<file path="src/rtl/phrase_player.sv">
// Phrase sequencer: fetches one packed phrase entry, then steps its note slots on tempo ticks.
// One FETCH cycle per (re)read, registered outputs; no backpressure, progress is paced by i_tick.
module phrase_player #(
  parameter int NOTE_W        = 4,
  parameter int MAX_NOTES     = 8,
  parameter int ADDR_W        = 4,
  parameter int SHORT_TICKS   = 6,
  parameter int LONG_TICKS    = 12,
  parameter int TRIPLET_TICKS = 4,
  parameter int REST_CODE     = 7,
  localparam int ENTRY_W      = NOTE_W * MAX_NOTES,
  localparam int IDX_W        = (MAX_NOTES > 1) ? $clog2(MAX_NOTES) : 1,
  localparam int MAX_TICKS    = (LONG_TICKS > TRIPLET_TICKS) ? LONG_TICKS : TRIPLET_TICKS,
  localparam int CNT_W        = $clog2(MAX_TICKS + 1)
) (
  input  logic               i_clk,
  input  logic               i_rst_n,
  input  logic               i_tick,
  input  logic               i_start,
  input  logic [ADDR_W-1:0]  i_phrase_addr,
  input  logic               i_triplet,
  input  logic               i_loop,
  input  logic               i_stop,
  output logic [ADDR_W-1:0]  o_db_addr,
  input  logic [ENTRY_W-1:0] i_db_entry,
  input  logic [MAX_NOTES-1:0] i_length_entry,
  input  logic [IDX_W-1:0]   i_n_note,
  output logic [NOTE_W-1:0]  o_note_code,
  output logic               o_note_valid,
  output logic               o_note_strobe,
  output logic               o_busy,
  output logic               o_done
);

  typedef enum logic [1:0] {IDLE, FETCH, PLAY} state_t;

  state_t               r_state, w_state_nxt;
  logic [ADDR_W-1:0]    r_db_addr;
  logic                 r_triplet;
  logic [ENTRY_W-1:0]   r_entry;
  logic [MAX_NOTES-1:0] r_len;
  logic [IDX_W-1:0]     r_n_note;
  logic [IDX_W-1:0]     r_idx;
  logic [CNT_W-1:0]     r_cnt;
  logic [NOTE_W-1:0]    r_note_code;
  logic                 r_note_valid;
  logic                 r_strobe;
  logic                 r_done;

  logic                 w_load, w_fetch_done, w_advance, w_count, w_refetch, w_finish;
  logic [IDX_W-1:0]     w_next_idx;
  logic [NOTE_W-1:0]    w_first_code, w_next_code;

  // Note 0 sits in the MSBs, so shifting left by the slot index brings a slot to the top.
  function automatic logic [NOTE_W-1:0] slot_code(input logic [ENTRY_W-1:0] entry,
                                                  input logic [IDX_W-1:0]   idx);
    logic [ENTRY_W-1:0] shifted;
    shifted = entry << (NOTE_W * int'(idx));
    return shifted[ENTRY_W-1 -: NOTE_W];
  endfunction

  function automatic logic [CNT_W-1:0] slot_dur(input logic [MAX_NOTES-1:0] len,
                                                input logic [IDX_W-1:0]     idx,
                                                input logic                 trip);
    logic [MAX_NOTES-1:0] shifted;
    shifted = len << idx;
    if (trip) return CNT_W'(TRIPLET_TICKS);
    return shifted[MAX_NOTES-1] ? CNT_W'(LONG_TICKS) : CNT_W'(SHORT_TICKS);
  endfunction

  assign w_next_idx   = r_idx + IDX_W'(1);
  assign w_first_code = slot_code(i_db_entry, '0);
  assign w_next_code  = slot_code(r_entry, w_next_idx);

  always_ff @(posedge i_clk or negedge i_rst_n) begin
    if (!i_rst_n) r_state <= IDLE;
    else          r_state <= w_state_nxt;
  end

  always_comb begin
    w_state_nxt  = r_state;
    w_load       = 1'b0;
    w_fetch_done = 1'b0;
    w_advance    = 1'b0;
    w_count      = 1'b0;
    w_refetch    = 1'b0;
    w_finish     = 1'b0;
    case (r_state)
      IDLE: begin
        if (i_start && !i_stop) begin
          w_state_nxt = FETCH;
          w_load      = 1'b1;
        end
      end
      FETCH: begin
        if (i_stop) begin
          w_state_nxt = IDLE;
          w_finish    = 1'b1;
        end else begin
          w_state_nxt  = PLAY;
          w_fetch_done = 1'b1;
        end
      end
      PLAY: begin
        if (i_stop) begin
          w_state_nxt = IDLE;
          w_finish    = 1'b1;
        end else if (i_tick) begin
          if (r_cnt != CNT_W'(1)) begin
            w_count = 1'b1;
          end else if (r_idx < r_n_note) begin
            w_advance = 1'b1;
          end else if (i_loop) begin
            w_state_nxt = FETCH;
            w_refetch   = 1'b1;
          end else begin
            w_state_nxt = IDLE;
            w_finish    = 1'b1;
          end
        end
      end
      default: w_state_nxt = IDLE;
    endcase
  end

  always_ff @(posedge i_clk or negedge i_rst_n) begin
    if (!i_rst_n) begin
      r_db_addr    <= '0;
      r_triplet    <= 1'b0;
      r_entry      <= '0;
      r_len        <= '0;
      r_n_note     <= '0;
      r_idx        <= '0;
      r_cnt        <= '0;
      r_note_code  <= '0;
      r_note_valid <= 1'b0;
      r_strobe     <= 1'b0;
      r_done       <= 1'b0;
    end else begin
      r_strobe <= 1'b0;
      r_done   <= 1'b0;
      if (w_load) begin
        r_db_addr <= i_phrase_addr;
        r_triplet <= i_triplet;
      end
      // The DB answers during FETCH, so slot 0 is decoded straight from the inputs.
      if (w_fetch_done) begin
        r_entry      <= i_db_entry;
        r_len        <= i_length_entry;
        r_n_note     <= i_n_note;
        r_idx        <= '0;
        r_cnt        <= slot_dur(i_length_entry, '0, r_triplet);
        r_note_code  <= w_first_code;
        r_note_valid <= (w_first_code != NOTE_W'(REST_CODE));
        r_strobe     <= 1'b1;
      end
      if (w_advance) begin
        r_idx        <= w_next_idx;
        r_cnt        <= slot_dur(r_len, w_next_idx, r_triplet);
        r_note_code  <= w_next_code;
        r_note_valid <= (w_next_code != NOTE_W'(REST_CODE));
        r_strobe     <= 1'b1;
      end
      if (w_count)   r_cnt        <= r_cnt - CNT_W'(1);
      if (w_refetch) r_note_valid <= 1'b0;
      if (w_finish) begin
        r_note_valid <= 1'b0;
        r_done       <= 1'b1;
      end
    end
  end

  assign o_db_addr     = r_db_addr;
  assign o_note_code   = r_note_code;
  assign o_note_valid  = r_note_valid;
  assign o_note_strobe = r_strobe;
  assign o_done        = r_done;
  assign o_busy        = (r_state != IDLE);

endmodule
</file>
<file path="config.mk">
export PLATFORM = sky130hd
export DESIGN_NAME = phrase_player
export DESIGN_NICKNAME = d
export VERILOG_FILES = /design/src/rtl/phrase_player.sv
export SDC_FILE = /design/constraint.sdc
export NUM_CORES = 1
export LEC_CHECK = 0
export CORE_ASPECT_RATIO = 1.25
export CORE_MARGIN = 5
export CORE_UTILIZATION = 51
export DETAILED_ROUTE_END_ITERATION = 8
export PLACE_DENSITY = 0.8
export SYNTH_ARGS = -nofsm -noshare
export SYNTH_HDL_FRONTEND = slang
export SYNTH_SLANG_ARGS = --single-unit
</file>
<file path="constraint.sdc">
create_clock -name i_clk -period 2.3 [get_ports i_clk]
set_input_delay 0.575 -clock i_clk [delete_from_list [all_inputs] [get_ports i_clk]]
set_output_delay 0.575 -clock i_clk [all_outputs]
set_load 0.02 [all_outputs]
</file>
==> impl_metrics.tcl <==
set metrics [dict create \
    status "finished, final reports clean" \
    yosysWarnings 0 \
    ys_seq_area_frac 0.512 \
    rrSetupSlack_ps 50 \
    maxSlewHeadroom 0.652 \
    coreArea_sq_um 6090 \
    initial_core_util 0.514 \
    drv_cap 0 \
    drt-total-wl_mm 6.95 \
    hp-class "in2async" \
    critPathLaunchType "input pin" \
    crit_cells 7 \
    synth_edf_count 0 \
    crit_chain "clkdlybuf4s50_1 -> nand3_1 -> a2111oi_4 -> buf_6 -> mux2i_2 -> and4b_1 -> a211oi_1" \
    rr_endpoint "o_note_valid" \
    grt-ovfl-total 0 \
    slowest_stage "clkdlybuf4s50_1" \
    cellLeakagePower_uw 0.00201 \
    syn_nets 401 \
    r2r-start "r_idx[2]" \
    gp_congestion 0.841 \
    synthDistinctLibCells 36 \
    slew_viol_final 0 \
    first_global_vias 2557 \
    internal-power_uw 2940 \
    grt_use_total 0.187 \
    fin_skew_ps 9.68 \
    critPathTopFamily "buffers and inverters" \
    fin_crit_ps 2250 \
    die_y_um 97.5 \
    syn_avg_cell_area_sq_um 9.25 \
    die-area_sq_um 7800 \
    syn2layout_area_growth_pct 33.6 \
    cts_root_buf "clkbuf_8" \
    p_sw_uw 1610 \
    grt_pass1_wl_mm 11.5 \
    final_cells 505 \
    nFillCells 493 \
    antenna_found_initial 0 \
    whs_ps 206 \
    htreeDepth 3 \
    cts_tree "yes" \
    io_buffers 65 \
    drive_above_1_share 0.133 \
    grt_max_degree 43 \
    finalHoldViolations 0 \
    worst_slew_pin_slew_ps 522 \
    critPathRequiredTime_ps 2550 \
    p_comb_frac 0.383 \
    ys_seq_elements 64 \
    swShare 0.354 \
    cts_setup_buffers 0 \
    num_vias 2535 \
    power_density_nw_per_um2 1090 \
    dp.cells 489 \
    rows 32 \
    critPathMaxFanout 8 \
    nNetsFinal 478 \
    crit_path_end_kind "flip-flop" \
    hpwl_mm 5.17 \
    netlist_instances 338 \
    ir_drop_mv 0.567 \
    syn_area_sq_um 3130 \
    drc 0 \
    power_frac_clock 0.196 \
    cts_sinks 64 \
    finalSetupTns_ps 0 \
    synth_ff_type "dfrtp_1" \
    cp_num_buf_inv 2 \
    setup_viol 0 \
    numCtsBuffers 9 \
    fin_crit_sh 0.976 \
    rsz0062_at_grt "false" \
    reg2regPathDepth 6 \
    antenna_cells 0 \
    ctsLongestPathBuffers 2 \
    async_reset_ff_frac 1.00 \
    drt_iter0_drc 123 \
    seq_power_share 0.421 \
    vias_per_cell 5.02 \
    firstDrtPassIters 4 \
    die_w_um 80.0 \
    clkTransAtPathRegs_ps 70 \
    arrival_ps 2500 \
    critPathKind "in2reg" \
    io_pins 66 \
    ant_nets 0 \
    cpPeakStageDelay_ps 490 \
    fmax_mhz 445 \
    wire_per_inst_um 13.8 \
    insertion_delay_ps 340 \
]
## sequential cells by signal, indices dropped and copies added, names as in the netlist
name	flops
o_db_addr	4
r_n_note	3
o_note_strobe	1
r_cnt	4
o_done	1
o_note_code	4
r_len	8
o_note_valid	1
r_triplet	1
r_state	2
r_entry	32
r_idx	3
## timing repair
action,in CTS,in global routing
endpoints found under the setup margin,1,3
pin swaps,0,1
hold buffers,0,0
resized for setup,2,10
## cell usage in the layout (no fill, tap or decap), types with 4 or more instances in the layout
cell,instances
and3_1,7
buf_4,17
clkbuf_8,12
clkdlybuf4s50_1,63
dfrtp_1,64
ha_1,8
inv_1,10
mux2_2,8
mux2i_1,10
mux4_2,4
nand2_1,142
nor2_1,5
nor2b_1,7
o21ai_0,13
## through the flow
stage / utilization / cell area, sq um / total power [uW] / setup WS (ps)
after floorplan: - / 3130 / 2980 / 182
after global placement: 0.649 / 3950 / 3590 / -211
after detailed placement: 0.649 / 3950 / 3670 / -280
after CTS: 0.681 / 4140 / 4570 / 4.93
after global routing: 0.686 / 4180 / 4910 / 2.85
final: 0.686 / 4180 / 4560 / 54.9
## cell usage after synthesis (2+ instances only)
cell / number / area [sq um]
a2111oi_0: 6 / 52.6
a21o_1: 3 / 22.5
a21oi_1: 3 / 15.0
and3_1: 7 / 43.8
buf_6: 2 / 22.5
clkbuf_1: 15 / 56.3
dfrtp_1: 64 / 1600
ha_1: 9 / 113
inv_1: 10 / 37.5
mux2_2: 8 / 90.1
mux2i_1: 11 / 110
mux4_2: 4 / 90.1
nand2_1: 142 / 533
nand2b_1: 3 / 18.8
nand3_1: 3 / 15.0
nand3b_1: 2 / 15.0
nor2_1: 5 / 18.8
nor2b_1: 7 / 43.8
nor3_1: 3 / 15.0
nor4_1: 3 / 18.8
o21ai_0: 13 / 65.1
## layer usage
| layer | track usage | wire length [um] | part of all wire |
|---|---|---|---|
| met1 | 0.229 | 2980 | 0.43 |
| met2 | 0.320 | 3520 | 0.51 |
| met3 | 0.0482 | 359 | 0.052 |
| met4 | 0.0572 | 84 | 0.012 |
| met5 | 0 | 0 | 0 |
## power by group through the flow
stage | Combinational [uW] | Clock [uW] | Sequential [uW]
2_1_floorplan | 1020 | 0 | 1960
6_report | 1750 | 892 | 1920
3_5_place_dp | 1740 | 0 | 1930
3_3_place_gp | 1690 | 0 | 1900
5_1_grt | 1960 | 961 | 1980
4_1_cts | 1750 | 902 | 1910
## cell type report
type                    count  area (sq um)  area share
repair buffers             84           807       0.193
well taps                  85           106      0.0255
flip-flops and latches     64          1600       0.384
clock buffers              13           169      0.0405
clock inverters             3          15.0     0.00360
inverters                  11          41.3     0.00989
multi-input cells         245          1440       0.344
## worst max-delay path by stage
| stage | start | to | slack [ps] |
|---|---|---|---|
| 6_report | i_tick | o_note_valid | 50 |
| 5_1_grt | r_idx[2] | o_note_valid | 3 |
| 4_1_cts | r_state[0] | o_busy | 5 |
| 3_5_place_dp | i_tick | o_note_valid | -280 |
| 3_3_place_gp | i_tick | r_cnt[3] | -210 |
| 2_1_floorplan | r_idx[0] | r_cnt[3] | 180 |
## cells by family (layout without fill, tap and decap cells)
| logic type | after synthesis | in the layout | synth area share |
|---|---|---|---|
| AOI/OAI and AO/OA | 30 | 30 | 0.0681 |
| xor gates and xnor gates | 2 | 2 | 0.00561 |
| adders and majority gates | 9 | 9 | 0.0360 |
| buffers and inverters | 29 | 111 | 0.0400 |
| DFF | 64 | 64 | 0.512 |
| muxes | 23 | 23 | 0.0929 |
| and+or+nand+nor | 181 | 181 | 0.245 |
No activity file was read; power rests on OpenSTA's default activity.
